<file path="src/rtl/main_memory_arbiter_pkg.sv">
// main_memory_arbiter_pkg: arbiter state encodings, requester IDs and read latency limit
// shared by the main-memory arbiter and its latency counter.
package main_memory_arbiter_pkg;
   localparam logic ARB_IDLE = 1'b0;
   localparam logic ARB_WAIT = 1'b1;
   localparam logic REQ_FETCH = 1'b0;
   localparam logic REQ_DATA = 1'b1;
   localparam int MAX_READ_LATENCY = 4;
endpackage

</file>
<file path="src/rtl/main_memory_arbiter_read_latency_counter.sv">
// main_memory_arbiter_read_latency_counter: loadable down-counter that stops at zero and flags it.
module main_memory_arbiter_read_latency_counter #(
   parameter int WIDTH = 2
) (
   input  logic             clk,
   input  logic             rst,
   input  logic             load,
   input  logic [WIDTH-1:0] load_value,
   output logic             done
);
   logic [WIDTH-1:0] count;
   always_ff @(posedge clk or posedge rst)
      if (rst) count <= '0;
      else count <= load ? load_value : (done ? count : count - WIDTH'(1));
   assign done = count == '0;
endmodule

</file>
<file path="src/rtl/main_memory_arbiter.sv">
// main_memory_arbiter: req/grant arbiter sharing one main-memory port between fetch and data.
// Define ARB_ROUND_ROBIN_EN to alternate winners on simultaneous requests instead of data-first.
module main_memory_arbiter
   import main_memory_arbiter_pkg::*;
#(
   parameter int ADDR_WIDTH = 32,
   parameter int DATA_WIDTH = 32,
   parameter int READ_LATENCY = 1
) (
   input  logic                  clk,
   input  logic                  rst,
   input  logic                  fetch_req,
   input  logic [ADDR_WIDTH-1:0] fetch_addr,
   output logic                  fetch_grant,
   output logic                  fetch_rvalid,
   output logic [DATA_WIDTH-1:0] fetch_rdata,
   input  logic                  data_req,
   input  logic                  data_we,
   input  logic [ADDR_WIDTH-1:0] data_addr,
   input  logic [DATA_WIDTH-1:0] data_wdata,
   output logic                  data_grant,
   output logic                  data_rvalid,
   output logic [DATA_WIDTH-1:0] data_rdata,
   output logic [ADDR_WIDTH-1:0] mem_read_address,
   output logic [ADDR_WIDTH-1:0] mem_write_address,
   output logic [DATA_WIDTH-1:0] mem_write_data,
   output logic                  mem_write_enable,
   input  logic [DATA_WIDTH-1:0] mem_read_data,
   output logic                  busy
);
   localparam int CW = $clog2(MAX_READ_LATENCY);
   localparam logic [CW-1:0] LOAD_VALUE = CW'(READ_LATENCY - 1);
   if (READ_LATENCY < 1 || READ_LATENCY > MAX_READ_LATENCY) begin : g_bad_latency
      $error("READ_LATENCY must be in 1..%0d", MAX_READ_LATENCY);
   end
   logic state, owner, done, live, pick_data, grant, read_grant;
   logic [ADDR_WIDTH-1:0] addr_q;
   logic [DATA_WIDTH-1:0] fetch_rdata_q, data_rdata_q;
`ifdef ARB_ROUND_ROBIN_EN
   logic last_grant;
   always_comb pick_data = data_req && (!fetch_req || last_grant == REQ_FETCH);
   always_ff @(posedge clk or posedge rst)
      if (rst) last_grant <= REQ_FETCH;
      else if (grant) last_grant <= data_grant ? REQ_DATA : REQ_FETCH;
`else
   always_comb pick_data = data_req;
`endif
   // the counter idles at zero, so done also marks the response cycle while waiting
   always_comb begin
      live = !rst && (state == ARB_IDLE || done);
      data_grant = live && pick_data;
      fetch_grant = live && fetch_req && !pick_data;
      grant = data_grant || fetch_grant;
      read_grant = fetch_grant || (data_grant && !data_we);
      mem_read_address = data_grant ? data_addr : (fetch_grant ? fetch_addr : addr_q);
      mem_write_enable = data_grant && data_we;
      mem_write_address = mem_write_enable ? data_addr : '0;
      mem_write_data = mem_write_enable ? data_wdata : '0;
      busy = state == ARB_WAIT;
      fetch_rvalid = busy && done && owner == REQ_FETCH;
      data_rvalid = busy && done && owner == REQ_DATA;
      fetch_rdata = fetch_rvalid ? mem_read_data : fetch_rdata_q;
      data_rdata = data_rvalid ? mem_read_data : data_rdata_q;
   end
   always_ff @(posedge clk or posedge rst)
      if (rst) begin
         state <= ARB_IDLE;
         owner <= REQ_FETCH;
         addr_q <= '0;
         fetch_rdata_q <= '0;
         data_rdata_q <= '0;
      end else begin
         state <= read_grant ? ARB_WAIT : (done ? ARB_IDLE : state);
         if (read_grant) owner <= data_grant ? REQ_DATA : REQ_FETCH;
         if (grant) addr_q <= mem_read_address;
         if (fetch_rvalid) fetch_rdata_q <= mem_read_data;
         if (data_rvalid) data_rdata_q <= mem_read_data;
      end
   main_memory_arbiter_read_latency_counter #(.WIDTH(CW)) u_latency (
      .clk(clk),
      .rst(rst),
      .load(read_grant),
      .load_value(LOAD_VALUE),
      .done(done)
   );
endmodule
</file>
<file path="config.mk">
export PLATFORM = sky130hd
export DESIGN_NAME = main_memory_arbiter
export DESIGN_NICKNAME = d
export VERILOG_FILES = /design/src/rtl/main_memory_arbiter_pkg.sv /design/src/rtl/main_memory_arbiter_read_latency_counter.sv /design/src/rtl/main_memory_arbiter.sv
export SDC_FILE = /design/constraint.sdc
export NUM_CORES = 1
export LEC_CHECK = 0
export ABC_AREA = 1
export BUFFER_PORTS_ARGS = -buffer_cell sky130_fd_sc_hd__buf_2
export CELL_PAD_IN_SITES_DETAIL_PLACEMENT = 1
export CELL_PAD_IN_SITES_GLOBAL_PLACEMENT = 1
export CORE_ASPECT_RATIO = 0.7
export CORE_MARGIN = 2
export CORE_UTILIZATION = 29
export CTS_CLUSTER_SIZE = 8
export DETAILED_ROUTE_END_ITERATION = 6
export GPL_TIMING_DRIVEN = 0
export PLACE_DENSITY_LB_ADDON = 0.1
export REMOVE_ABC_BUFFERS = 1
export SETUP_SLACK_MARGIN = 0.1
export SLEW_MARGIN = 20
export SYNTH_ARGS = -nofsm -noshare
export SYNTH_HDL_FRONTEND = slang
export SYNTH_SLANG_ARGS = --single-unit
</file>
<file path="constraint.sdc">
create_clock -name clk -period 3.6 [get_ports clk]
set_input_delay 0.18 -clock clk [delete_from_list [all_inputs] [get_ports clk]]
set_output_delay 0.18 -clock clk [all_outputs]
set_load 0.05 [all_outputs]
</file>
======== Yosys cells after proc, flatten, opt, wreduce, memory -nomap -nowiden ========
Index checks and enable logic that the tools add are counted.
storage, ports and cells
  bits in writable memories ............... 0
  register bits ........................... 100
  latch bits .............................. 0
  bits in read-only memories .............. 0
  output and inout port bits .............. 166
  memories kept ........................... 0
cells by class
  mux-type cells .......................... 11
  $add $sub $neg .......................... 1
  multipliers ............................. 0
  equal/unequal tests ..................... 1
  $lt $le $gt $ge ......................... 0
  reduce and logical (&&, ||, !) cells .... 17
  shifts and indexed selects .............. 0
  bitwise operators ....................... 2
  div/mod/pow operators ................... 0
operator list
  cell                                                                 count
  32-bit two-way mux                                                   6
  1-bit logical AND                                                    9
  2-bit two-way mux                                                    2
  1-bit logical NOT                                                    3
  1-bit logical OR                                                     3
  1-bit two-way mux                                                    3
  2-bit logical NOT                                                    1
  2-bit != test (second input constant)                                1
  1-bit inverter                                                       2
  2-bit nonzero test                                                   1
  2-bit by 1-bit subtractor with 2-bit output (second input constant)  1

======== Depth between registers and ports, before layout ========
Gate-level depths: netlist (run 1).
  depth after elaboration ................. 7
  depth in mapped cells ................... 9

======== By module ========
From an unflattened synthesis (run 1), not the netlist that was laid out.
unflattened totals
  cells, all modules ...................... 592
  area total of the unflattened synthesis .. 4,714.5 sq um
modules (own cells, without submodules)
  module                                    instances  area an instance (sq um)  cells an instance  sequential area each (sq um)
  main_memory_arbiter                       1          4,590.7                   574                2,452.4
  main_memory_arbiter_read_latency_counter  1          123.9                     18                 50.0

======== Worst setup path after synthesis (run 1) ========
OpenSTA, ideal clock, no wires.
  kind .................................... input port to output port
  start ................................... in rst
  end ..................................... out mem_write_address[22]
  cell stages on the path ................. 6
  required time ........................... 3.420 ns
  slack ................................... -0.344 ns
  data arrival time ....................... 3.764 ns
  buffers on the path ..................... 1
  path through ............................ inv_1 > nand3_4 > inv_4 > buf_6 > nand2_1 > nor2_1
between the ends
  longest elaborated chain between the ends .. 5
ends and longest elaborated chain
  element                      line                       RTL
  start, declared              main_memory_arbiter.sv:11  input logic rst,
  1-bit logical NOT (no line)  --
  1-bit logical AND            main_memory_arbiter.sv:50  live = !rst && (state == ARB_IDLE || done);
  1-bit logical AND            main_memory_arbiter.sv:51  data_grant = live && pick_data;
  via data_grant               main_memory_arbiter.sv:21  output logic data_grant,
  1-bit logical AND            main_memory_arbiter.sv:56  mem_write_enable = data_grant && data_we;
  32-bit two-way mux           main_memory_arbiter.sv:57  mem_write_address = mem_write_enable ? data_addr : '0;
  end, declared                main_memory_arbiter.sv:25  output logic [ADDR_WIDTH-1:0] mem_write_address,
The timed path passes the listed nets, and every way through them passes these cells.

======== Final worst setup path (run 1) ========
  start ................................... reg u_latency.count[0]
  end ..................................... out mem_write_data[1]
between the ends
  longest elaborated chain between the ends .. 6
ends and longest elaborated chain
  element                 line                                            RTL
  start, declared         main_memory_arbiter_read_latency_counter.sv:11  logic [WIDTH-1:0] count;
  start signal, assigned  main_memory_arbiter_read_latency_counter.sv:14  else count <= load ? load_value : (done ? count : count - WIDTH'(1));
  2-bit logical NOT       main_memory_arbiter_read_latency_counter.sv:15  assign done = count == '0;
  1-bit logical OR        main_memory_arbiter.sv:50
  1-bit logical AND       main_memory_arbiter.sv:50
  1-bit logical AND       main_memory_arbiter.sv:51
  1-bit logical AND       main_memory_arbiter.sv:56
  32-bit two-way mux      main_memory_arbiter.sv:58                       mem_write_data = mem_write_enable ? data_wdata : '0;
  end, declared           main_memory_arbiter.sv:26                       output logic [DATA_WIDTH-1:0] mem_write_data,
No other way between the ends.

==> results.ini, run 1 <==
[outcome]
outcome = completed

[clocking]
htree_levels = 3
post-cts-setup-buffer-count = 0
insertion_delay_ns = 0.34
cts_root_buf = clkbuf_16
cts_num_sinks = 100
cts_tree = done
clk_pin_slew_ns = 0.07
clock_path_buffers = 2
cts_buffers = 9

[setup_path]
cp-start-kind = flip-flop
path_max_fanout = 34
path_class = flip-flop to primary output
crit_arrival_ns = 3.01
worstSetupEndpointType = primary output
required_ns = 3.42

[yosys]
yosysUniqueCellTypes = 19
netlist_top_cells_area = dfrtp_1 (54%), nand3_1 (11%), nand2_1 (10%)
syn_area_sq_um = 4660
seq_area_frac_synth_pct = 53.7
syn_inst = 579
synth_area_leader_cell = dfrtp_1
ys_ff_latch = 100
yosysWarnings = 0
post_synth.cell_area_avg_sq_um = 8.05
yosysTopAreaCellShare_pct = 53.7

[placed_design]
gp_congestion = 0.798
dpl.hpwl_microns = 12800
portBuffers = 298
place_inst = 1045

[drt]
firstDrtPassIters = 4
drt-wirelength-per-cell_microns = 15.7
via_per_inst = 4.63
drt_iter0_markers = 222
drc = 0
drtAntennaViolNets = 0
num_vias = 4919
finalWirelength_microns = 16700

[floorplan]
die_h_microns = 110
rows = 38
die_x_microns = 156
ios = 299
die_area_sq_um = 17100
start_util_pct = 29.9
core_area_sq_um = 15600

[global_route]
first_global_vias = 5132
grt_max_degree = 66
grt_use_total_pct = 19.2
grt_overflow = 0
grt_pass1_wl_microns = 26100
antenna_found_initial = 1

[cells_and_area]
nets = 992
area_delta_synth_final_pct = 41.4
fill_cells = 1998
drive_above_1_share_pct = 37.7
regArea_sq_um = 2500
final_cells = 1063
diodes = 0
multi_input_area_sq_um = 1680

[timing]
maxSlewHeadroom_pct = 34.5
fmax_mhz = 314
tns_ns = 0
finalHoldViolCount = 0
period_share_pct = 88.5
period_needed_ns = 3.19
finalSetupViolCount = 0
slew_viol_final = 0
fin_worst_skew_ns = 0.00743
rsz0062_at_grt = false
worstMarginPinSlew_ns = 0.976

[power_and_ir_drop]
p_leak_nw = 4.00
vdd_drop_max_v = 0.000334
power_density_nw_per_um2 = 651
finalPower_w = 0.00429

[job]
drv_cap = 0

[hold_path]
hold_path.class = primary input to flip-flop

==> per-layer routing <==
metal / vias to the layer above / share of wire (%) / GRT usage (%)
met5: - / 0.096 / 0
met4: 2 / 1.8 / 5.31
met3: 23 / 7.0 / 6.06
met2: 147 / 53 / 35.5
met1: 2353 / 38 / 21.7
li1: 2394 / - / -
==> sequential cells by signal, summed over array words and instances, names as in the netlist <==
register / flops
data_rdata_q: 32
owner: 1
u_latency.count: 2
addr_q: 32
busy: 1
fetch_rdata_q: 32
==> cells in the final DEF (no fill, tap or decap) <==
master and n:
nand3_4 4, ha_1 1, inv_6 3, inv_2 1, dlygate4sd3_1 1, nand4_1 5, inv_4 1, clkinv_1 1
o21ai_1 1, dfrtp_1 100, clkinvlp_4 3, clkbuf_16 9, buf_16 2, nand3_1 97, clkbuf_1 1, inv_1 72
o21ai_0 64, bufinv_16 1, nand2_1 130, inv_8 1, nand2_4 2, buf_2 298, nor2_1 65
==> logic make-up (layout without fill, tap and decap cells) <==
group / Yosys count / in the layout / share of synthesized area [%]
AND/OR/NAND/NOR: 303 / 303 / 28.1
flip-flops: 100 / 100 / 53.7
buffers and inverters: 110 / 394 / 11.0
adder cells (fa/ha/maj): 1 / 1 / 0.268
AO/OA/AOI/OAI: 65 / 65 / 6.98
==> metrics by stage <==
step	instance area, sq um	worst slack, ns	hold WS, ns	utilization [%]
5_1_grt	6590	0.138	0.0789	42.3
2_1_floorplan	4440	-1.22	0.332	-
3_5_place_dp	6240	0.0980	0.258	40.0
3_3_place_gp	6180	-2.92	0.422	39.6
6_report	6590	0.415	0.0753	42.3
4_1_cts	6580	0.136	0.0637	42.2
==> final cells by class <==
class | instances | area share [%]
Clock buffer | 10 | 3.47
Clock inverter | 6 | 1.10
Inverter | 77 | 4.57
Multi-Input combinational cell | 369 | 25.5
Sequential cell | 100 | 38.0
Tap cell | 200 | 3.80
Timing Repair Buffer | 301 | 23.6
==> cell usage after synthesis (all sizes together) <==
| cell | instances |
|---|---|
| buf | 24 |
| clkbuf | 9 |
| dfrtp | 100 |
| ha | 1 |
| inv | 77 |
| nand2 | 132 |
| nand3 | 101 |
| nand4 | 5 |
| nor2 | 65 |
| o21ai | 65 |
==> critical path, stage by stage, from the launching register on <==
cell	delay (ns)
dfrtp_1	0.38
inv_1	0.08
ha_1	0.35
inv_2	0.11
nand2_4	0.11
nand3_4	0.35
inv_4	0.47
nand2_4	0.28
nor2_1	0.18
buf_2	0.30
==> power by group <==
group / total (W) / switching (W) / internal (W)
Sequential: 0.00145 / 0.0000728 / 0.00138
Clock: 0.000993 / 0.000446 / 0.000547
Combinational: 0.00185 / 0.00147 / 0.000379
Total: 0.00429 / 0.00199 / 0.00230
==> timing repair <==
action / in CTS / in global routing
cloned: 0 / 0
endpoints found under the setup margin: 33 / 32
hold buffers: 2 / 0
endpoints found under the hold margin: 48 / 0
resized for setup: 2 / 1
==> worst paths after layout <==
check	startpoint	to	slack [ns]	depth (start not counted)
min	fetch_addr[8]	addr_q[8]	0.08	3
min reg2reg	fetch_rdata_q[3]	fetch_rdata_q[3]	0.49	2
max	u_latency.count[0]	mem_write_data[1]	0.41	9
max reg2reg	u_latency.count[0]	addr_q[14]	1.33	8
max in group asynchronous	rst	u_latency.count[0]	2.86	4
min in group asynchronous	rst	fetch_rdata_q[6]	0.46	4
No activity file was read; power rests on OpenSTA's default activity.
==> run 2, diff against run 1 <==
- ABC_AREA: 1 -> not set
- CORE_UTILIZATION: 29 -> 34
==> run 2 against run 1 <==
- combinational power rose to 2.7 times the previous value
- worst setup slack better by 0.13 ns
- register-to-register slack worse by 0.14 ns
- via count is 2.9% lower
- critical path type unchanged
- critical endpoint is now mem_read_address[31]
- largest cell class is now multi-input gates
==> results.ini, run 2 <==
[outcome]
outcome = completed

[floorplan]
ios = 299  ; unchanged
start_util_pct = 35.2  ; +5.3 points
rows = 38  ; unchanged
die_h_microns = 111  ; +0.44%
die_area_sq_um = 17300  ; +0.88%
die_x_microns = 156  ; +0.44%
core_area_sq_um = 15700  ; +0.61%

[setup_path]
crit_arrival_ns = 2.87  ; -0.14 ns
cp-start-kind = flip-flop
critPathMaxStageDelay_ns = 0.57  ; +0.10 ns
r2r_slack_ns = 1.19  ; -0.14 ns
path_buf_inv = 3  ; -1
r2r_end = addr_q[23]
required_ns = 3.42  ; about the same
path_class = flip-flop to primary output
crit_chain = inv_1 -> ha_1 -> nand2b_4 -> nand2_2 -> buf_12 -> o221a_2 -> buf_2
rr_worst_depth = 6  ; -2
path_max_fanout = 40  ; +18%
critPathTopFamily = simple AND/OR/NAND/NOR gates
crit_slowest_cell = nand2b_4
worstSetupEndpointType = primary output
r2r-start = u_latency.count[0]

[clocking]
clk_pin_slew_ns = 0.08  ; about the same
post-cts-setup-buffer-count = 0  ; unchanged
ctsHoldBuffers = 1  ; -1
insertion_delay_ns = 0.35  ; about the same
htree_levels = 3  ; unchanged
cts_root_buf = clkbuf_16
cts_buffers = 9  ; unchanged
cts_tree = done
cts_num_sinks = 100  ; unchanged
ctsResizeCount = 0  ; -2
clock_path_buffers = 2  ; unchanged

[hold_path]
hold_path.class = primary input to flip-flop
min_delay_worst_endpoint = fetch_rdata_q[7]
holdCritStartpoint = mem_read_data[7]
min_path_cells = 2  ; -1

[drt]
drc = 0  ; unchanged
drt_iter0_markers = 137  ; -38%
met1_length_microns = 7070  ; +12%
num_vias = 4777  ; -2.9%
via_per_inst = 5.14  ; +11%
wl_met2_microns = 9010  ; +1.5%
firstDrtPassIters = 4  ; unchanged
top_layer = met4
finalWirelength_microns = 17500  ; +4.5%
drtAntennaViolNets = 0  ; unchanged
wl_met3_microns = 1010  ; -14%
drt-wirelength-per-cell_microns = 18.8  ; +20%

[yosys]
synth.most_common_cell = dfrtp_1
async_flop_share_pct = 100  ; unchanged
yosysUniqueCellTypes = 32  ; +13
syn_area_sq_um = 5520  ; +18%
yosysTopAreaCellShare_pct = 45.4  ; -8.3 points
synthTopCellsByCount = dfrtp_1 (100), and2_1 (64), mux2_2 (64), o221a_2 (47), inv_1 (33)
yosysWarnings = 0  ; unchanged
synth_edf_count = 0  ; unchanged
ys.flop_type = dfrtp_1
syn_inst = 450  ; -22%
synth_area_leader_cell = dfrtp_1
seq_area_frac_synth_pct = 45.4  ; -8.3 points
ys_ff_latch = 100  ; unchanged
post_synth.cell_area_avg_sq_um = 12.3  ; +52%
netlist_top_cells_area = dfrtp_1 (45%), mux2_2 (13%), o221a_2 (9.6%)

[timing]
fmax_mhz = 327  ; +4.3%
slew_viol_final = 0  ; unchanged
worstMarginPinSlew_ns = 0.983  ; +0.00719 ns
period_share_pct = 84.8  ; -3.7 points
maxSlewHeadroom_pct = 34.1  ; -0.43 points
rsz0062_at_grt = false
fin_worst_skew_ns = 0.0106  ; +0.00313 ns
finalHoldViolCount = 0  ; unchanged
period_needed_ns = 3.05  ; -0.132 ns
finalSetupViolCount = 0  ; unchanged
tns_ns = 0  ; unchanged

[global_route]
grt_overflow = 0  ; unchanged
antenna_found_initial = 1  ; unchanged
first_global_vias = 5187  ; +1.1%
grt_pass1_wl_microns = 27700  ; +6.2%
grt_max_degree = 69  ; +4.5%
grt_use_total_pct = 20.4  ; +1.2 points

[cells_and_area]
final_common_cell = buf_2
finish.instance_area_sq_um = 7380  ; +12%
fill_cells = 1785  ; -11%
drive_above_1_share_pct = 63.5  ; +26 points
regArea_sq_um = 2500  ; unchanged
multi_input_area_sq_um = 2570  ; +53%
nets = 857  ; -14%
final_cell_mix = buf_2 (298), dfrtp_1 (100), mux2_2 (64), and2_1 (64), o221a_2 (47)
area_delta_synth_final_pct = 33.7
final_cells = 929  ; -13%
reg_top3 = addr_q x32, data_rdata_q x32, fetch_rdata_q x32

[placed_design]
portBuffers = 298  ; unchanged
place_inst = 911  ; -13%
gp_congestion = 0.816  ; +2.3%
dpl.hpwl_microns = 12800  ; +0.60%
placedInstanceArea_sq_um = 7070  ; +13%

[power_and_ir_drop]
vdd_drop_max_v = 0.000540  ; +62%
finalPower_w = 0.00793  ; +85%
power_density_nw_per_um2 = 1080  ; +65%
p_leak_nw = 3.64  ; -9.1%

[job]
drv_cap = 0  ; unchanged

## run 2: changes by cell type in the layout (fill, tap and decap cells not counted), moves of 63 or more
cell	delta
nand3_1	-97
and2_1	+64
o21ai_0	-64
nand2_1	-128
nor2_1	-63
mux2_2	+64
## run 2: area by class of cell
cell class                      instances  area share, %
Clock buffer                            9           3.05
Clock inverter                          7          0.916
Sequential cell                       100           33.9
Inverter                               33           1.78
Timing Repair Buffer                  305           22.0
Antenna cell                            1         0.0339
Multi-Input combinational cell        274           34.9
Tap cell                              200           3.39
## run 2: kinds of logic (layout without fill, tap and decap cells)
logic type	after synthesis	count (layout)	synth area share [%]
xor+xnor	1	1	0.159
fa+ha+maj	1	1	0.227
buf+inv	76	354	8.12
simple gates	104	104	11.7
compound gates	104	104	21.3
mux	64	64	13.1
other cells	0	1	0
flops	100	100	45.4
## run 2: stage by stage
stage,utilization (%),setup slack (ns),hold WS [ns]
global placement,44.2,-2.72,0.439
detailed placement,45.1,0.879,0.338
CTS,47.0,0.482,0.0740
floorplan,-,-1.44,0.346
global route,47.0,0.370,0.0789
finish,47.0,0.547,0.0842
## run 2: worst max path at each step
stage | startpoint | cells past startpoint | slack, ns | endpoint
CTS | u_latency.count[0] | 7 | 0.48 | mem_read_address[31]
detailed placement | u_latency.count[0] | 7 | 0.88 | mem_read_address[31]
finish | u_latency.count[0] | 7 | 0.55 | mem_read_address[31]
floorplan | rst | 3 | -1.44 | mem_read_address[25]
global placement | rst | 5 | -2.72 | mem_read_address[26]
global route | u_latency.count[0] | 7 | 0.37 | mem_read_address[31]
## run 2: metal layers
layer  track usage [%]  up-vias
met3              5.34       26
met1              22.9     2381
met2              37.4      153
met4              6.36        0
li1                  -     2217
met5                 0        -
## run 2: power breakdown
group / switching [W] / total [W] / internal [W]
sequential: 0.000255 / 0.00195 / 0.00169
clock: 0.000474 / 0.000960 / 0.000487
combinational: 0.00362 / 0.00502 / 0.00141
total: 0.00434 / 0.00793 / 0.00358
==> run 3, diff against run 2 <==
- CORE_UTILIZATION: 34 -> 30
- clock period: 3.6 -> 2.5 ns (I/O delays scaled with it)
==> run 3 against run 2 <==
- combinational power increased by 50%
- sequential power increased by 45%
- final area increased by 4.5%
- non-clock buffer count increased by 11
==> results.ini, run 3 (same netlist as run 2, synthesis figures left out) <==
[outcome]
outcome = completed

[timing]
finalSetupViolCount = 0  ; unchanged
fin_worst_skew_ns = 0.00861  ; -0.00196 ns
slew_viol_final = 0  ; unchanged
tns_ns = 0  ; unchanged
finalHoldViolCount = 0  ; unchanged
rsz0062_at_grt = true
period_share_pct = 93.3
worstMarginPinSlew_ns = 0.677  ; -0.306 ns
maxSlewHeadroom_pct = 54.9  ; +21 points
period_needed_ns = 2.33
fmax_mhz = 429

[floorplan]
die_x_microns = 166  ; +6.3%
rows = 41  ; +7.9%
ios = 299  ; unchanged
die_h_microns = 117  ; +6.2%
core_area_sq_um = 18000  ; +15%
die_area_sq_um = 19500  ; +13%
start_util_pct = 30.6  ; -4.5 points

[setup_path]
worstSetupEndpointType = primary output
r2r-start = u_latency.count[0]
path_max_fanout = 33  ; -18%
crit_slowest_cell = mux2_2
cp-start-kind = flip-flop
cp-startpoint = u_latency.count[0]
required_ns = 2.38  ; -1.04 ns
path_class = flip-flop to primary output
critPathMaxStageDelay_ns = 0.47  ; -0.10 ns
crit_chain = inv_1 -> ha_4 -> nand3b_4 -> mux2_2 -> buf_2
crit_arrival_ns = 2.21  ; -0.66 ns

[clocking]
clk_pin_slew_ns = 0.07  ; about the same
clock_path_buffers = 2  ; unchanged
cts_root_buf = clkbuf_16
cts_tree = done
htree_levels = 3  ; unchanged
cts_buffers = 9  ; unchanged
insertion_delay_ns = 0.35  ; about the same
cts_num_sinks = 100  ; unchanged

[cells_and_area]
diodes = 0  ; -1
area_delta_synth_final_pct = 39.8
final_common_cell = buf_2
fill_cells = 2044  ; +15%
nets = 870  ; +1.5%
final_cells = 977  ; +5.2%
final_cell_mix = buf_2 (262), dfrtp_1 (99), mux2_2 (64), and2_1 (64), o221a_2 (47)
drive_above_1_share_pct = 64.6  ; +1.2 points
reg_top3 = addr_q x32, data_rdata_q x32, fetch_rdata_q x32

[placed_design]
dpl.hpwl_microns = 13300  ; +3.3%
place_inst = 947  ; +4.0%
portBuffers = 298  ; unchanged
gp_congestion = 0.790  ; -3.1%

[drt]
num_vias = 4853  ; +1.6%
drc = 0  ; unchanged
via_per_inst = 4.97  ; -3.4%
drtAntennaViolNets = 0  ; unchanged
firstDrtPassIters = 6  ; +2
finalWirelength_microns = 19200  ; +10%
drt_iter0_markers = 228  ; +66%
drt-wirelength-per-cell_microns = 19.7  ; +4.7%

[job]
drv_cap = 0  ; unchanged

[global_route]
antenna_found_initial = 0  ; -1
grt_overflow = 0  ; unchanged
grt_use_total_pct = 19.2  ; -1.2 points
grt_max_degree = 83  ; +20%
first_global_vias = 5219  ; +0.62%
grt_pass1_wl_microns = 29500  ; +6.5%

[hold_path]
holdCritStartpoint = mem_read_data[0]
hold_path.class = primary input to flip-flop

[power_and_ir_drop]
p_leak_nw = 3.73  ; +2.6%
power_density_nw_per_um2 = 1530  ; +43%
vdd_drop_max_v = 0.000727  ; +34%

-- run 3: changes by cell type in the layout (fill, tap and decap cells not counted), sizes merged --
cell         change
nand2b           +1
inv              -1
dlygate4sd3      -1
clkinv           -1
bufinv           +1
clkbuf          +30
buf             -17
nor2             +1
diode            -1
-- run 3: cell type report --
| cell class | instances | area, sq um | share of cell area, % |
|---|---|---|---|
| clock buffer | 10 | 239 | 3.10 |
| sequential | 100 | 2500 | 32.5 |
| timing repair buffer | 316 | 1820 | 23.7 |
| inverter | 33 | 131 | 1.70 |
| multi-input combinational | 276 | 2640 | 34.2 |
| clock inverter | 6 | 78.8 | 1.02 |
| tap | 236 | 295 | 3.83 |
-- run 3: layer usage --
layer / up-vias / part of all wire (%) / GRT usage [%]
li1: 2250 / - / -
met3: 9 / 5.5 / 4.83
met2: 152 / 53 / 35.5
met5: - / 0 / 0
met1: 2442 / 41 / 22.5
met4: 0 / 0.62 / 3.70
-- run 3: path summary, 6_finish.rpt --
kind                       slack [ns]          endpoint  depth (start not counted)
min in group asynchronous        0.09        addr_q[15]                          3
max in group asynchronous        2.00  data_rdata_q[23]                          3
setup / recovery                 0.17   fetch_rdata[18]                          5
hold reg to reg                  0.49  data_rdata_q[27]                          1
hold / removal                   0.04  fetch_rdata_q[0]                          2
setup reg to reg                 0.74  fetch_rdata_q[3]                          4
-- run 3: per-stage QoR --
step | instance area [sq um] | hold slack, ns | util [%] | power [W] | setup slack (ns)
floorplan | 5190 | 0.291 | - | 0.00841 | -2.43
global placement | 6980 | 0.385 | 38.8 | 0.00990 | -3.82
detailed placement | 7110 | 0.229 | 39.5 | 0.0101 | -0.174
CTS | 7530 | 0.0200 | 41.8 | 0.0118 | 0.0647
global route | 7710 | 0.0241 | 42.8 | 0.0124 | 0.0316
finish | 7710 | 0.0374 | 42.8 | 0.0118 | 0.168
-- run 3: power breakdown --
group	switching [W]	internal, W	leakage, nW
logic	0.00532	0.00220	2.41
registers	0.000378	0.00244	1.17
clock network	0.000663	0.000824	0.157
-- run 3: timing repair --
action | in CTS | in global routing
endpoints found under the setup margin | 224 | 122
cloned | 2 | 1
resized for setup | 6 | 47
setup buffers | 4 | 6
endpoints found under the hold margin | 24 | 0
hold buffers | 1 | 0
pin swaps | 2 | 2
-- run 3: critical path: cells and delay by family, from the launching register on --
family        cells  cell delay, ns
flops             1            0.39
buf+inv           2            0.32
mux               1            0.47
fa+ha+maj         1            0.21
simple gates      1            0.43
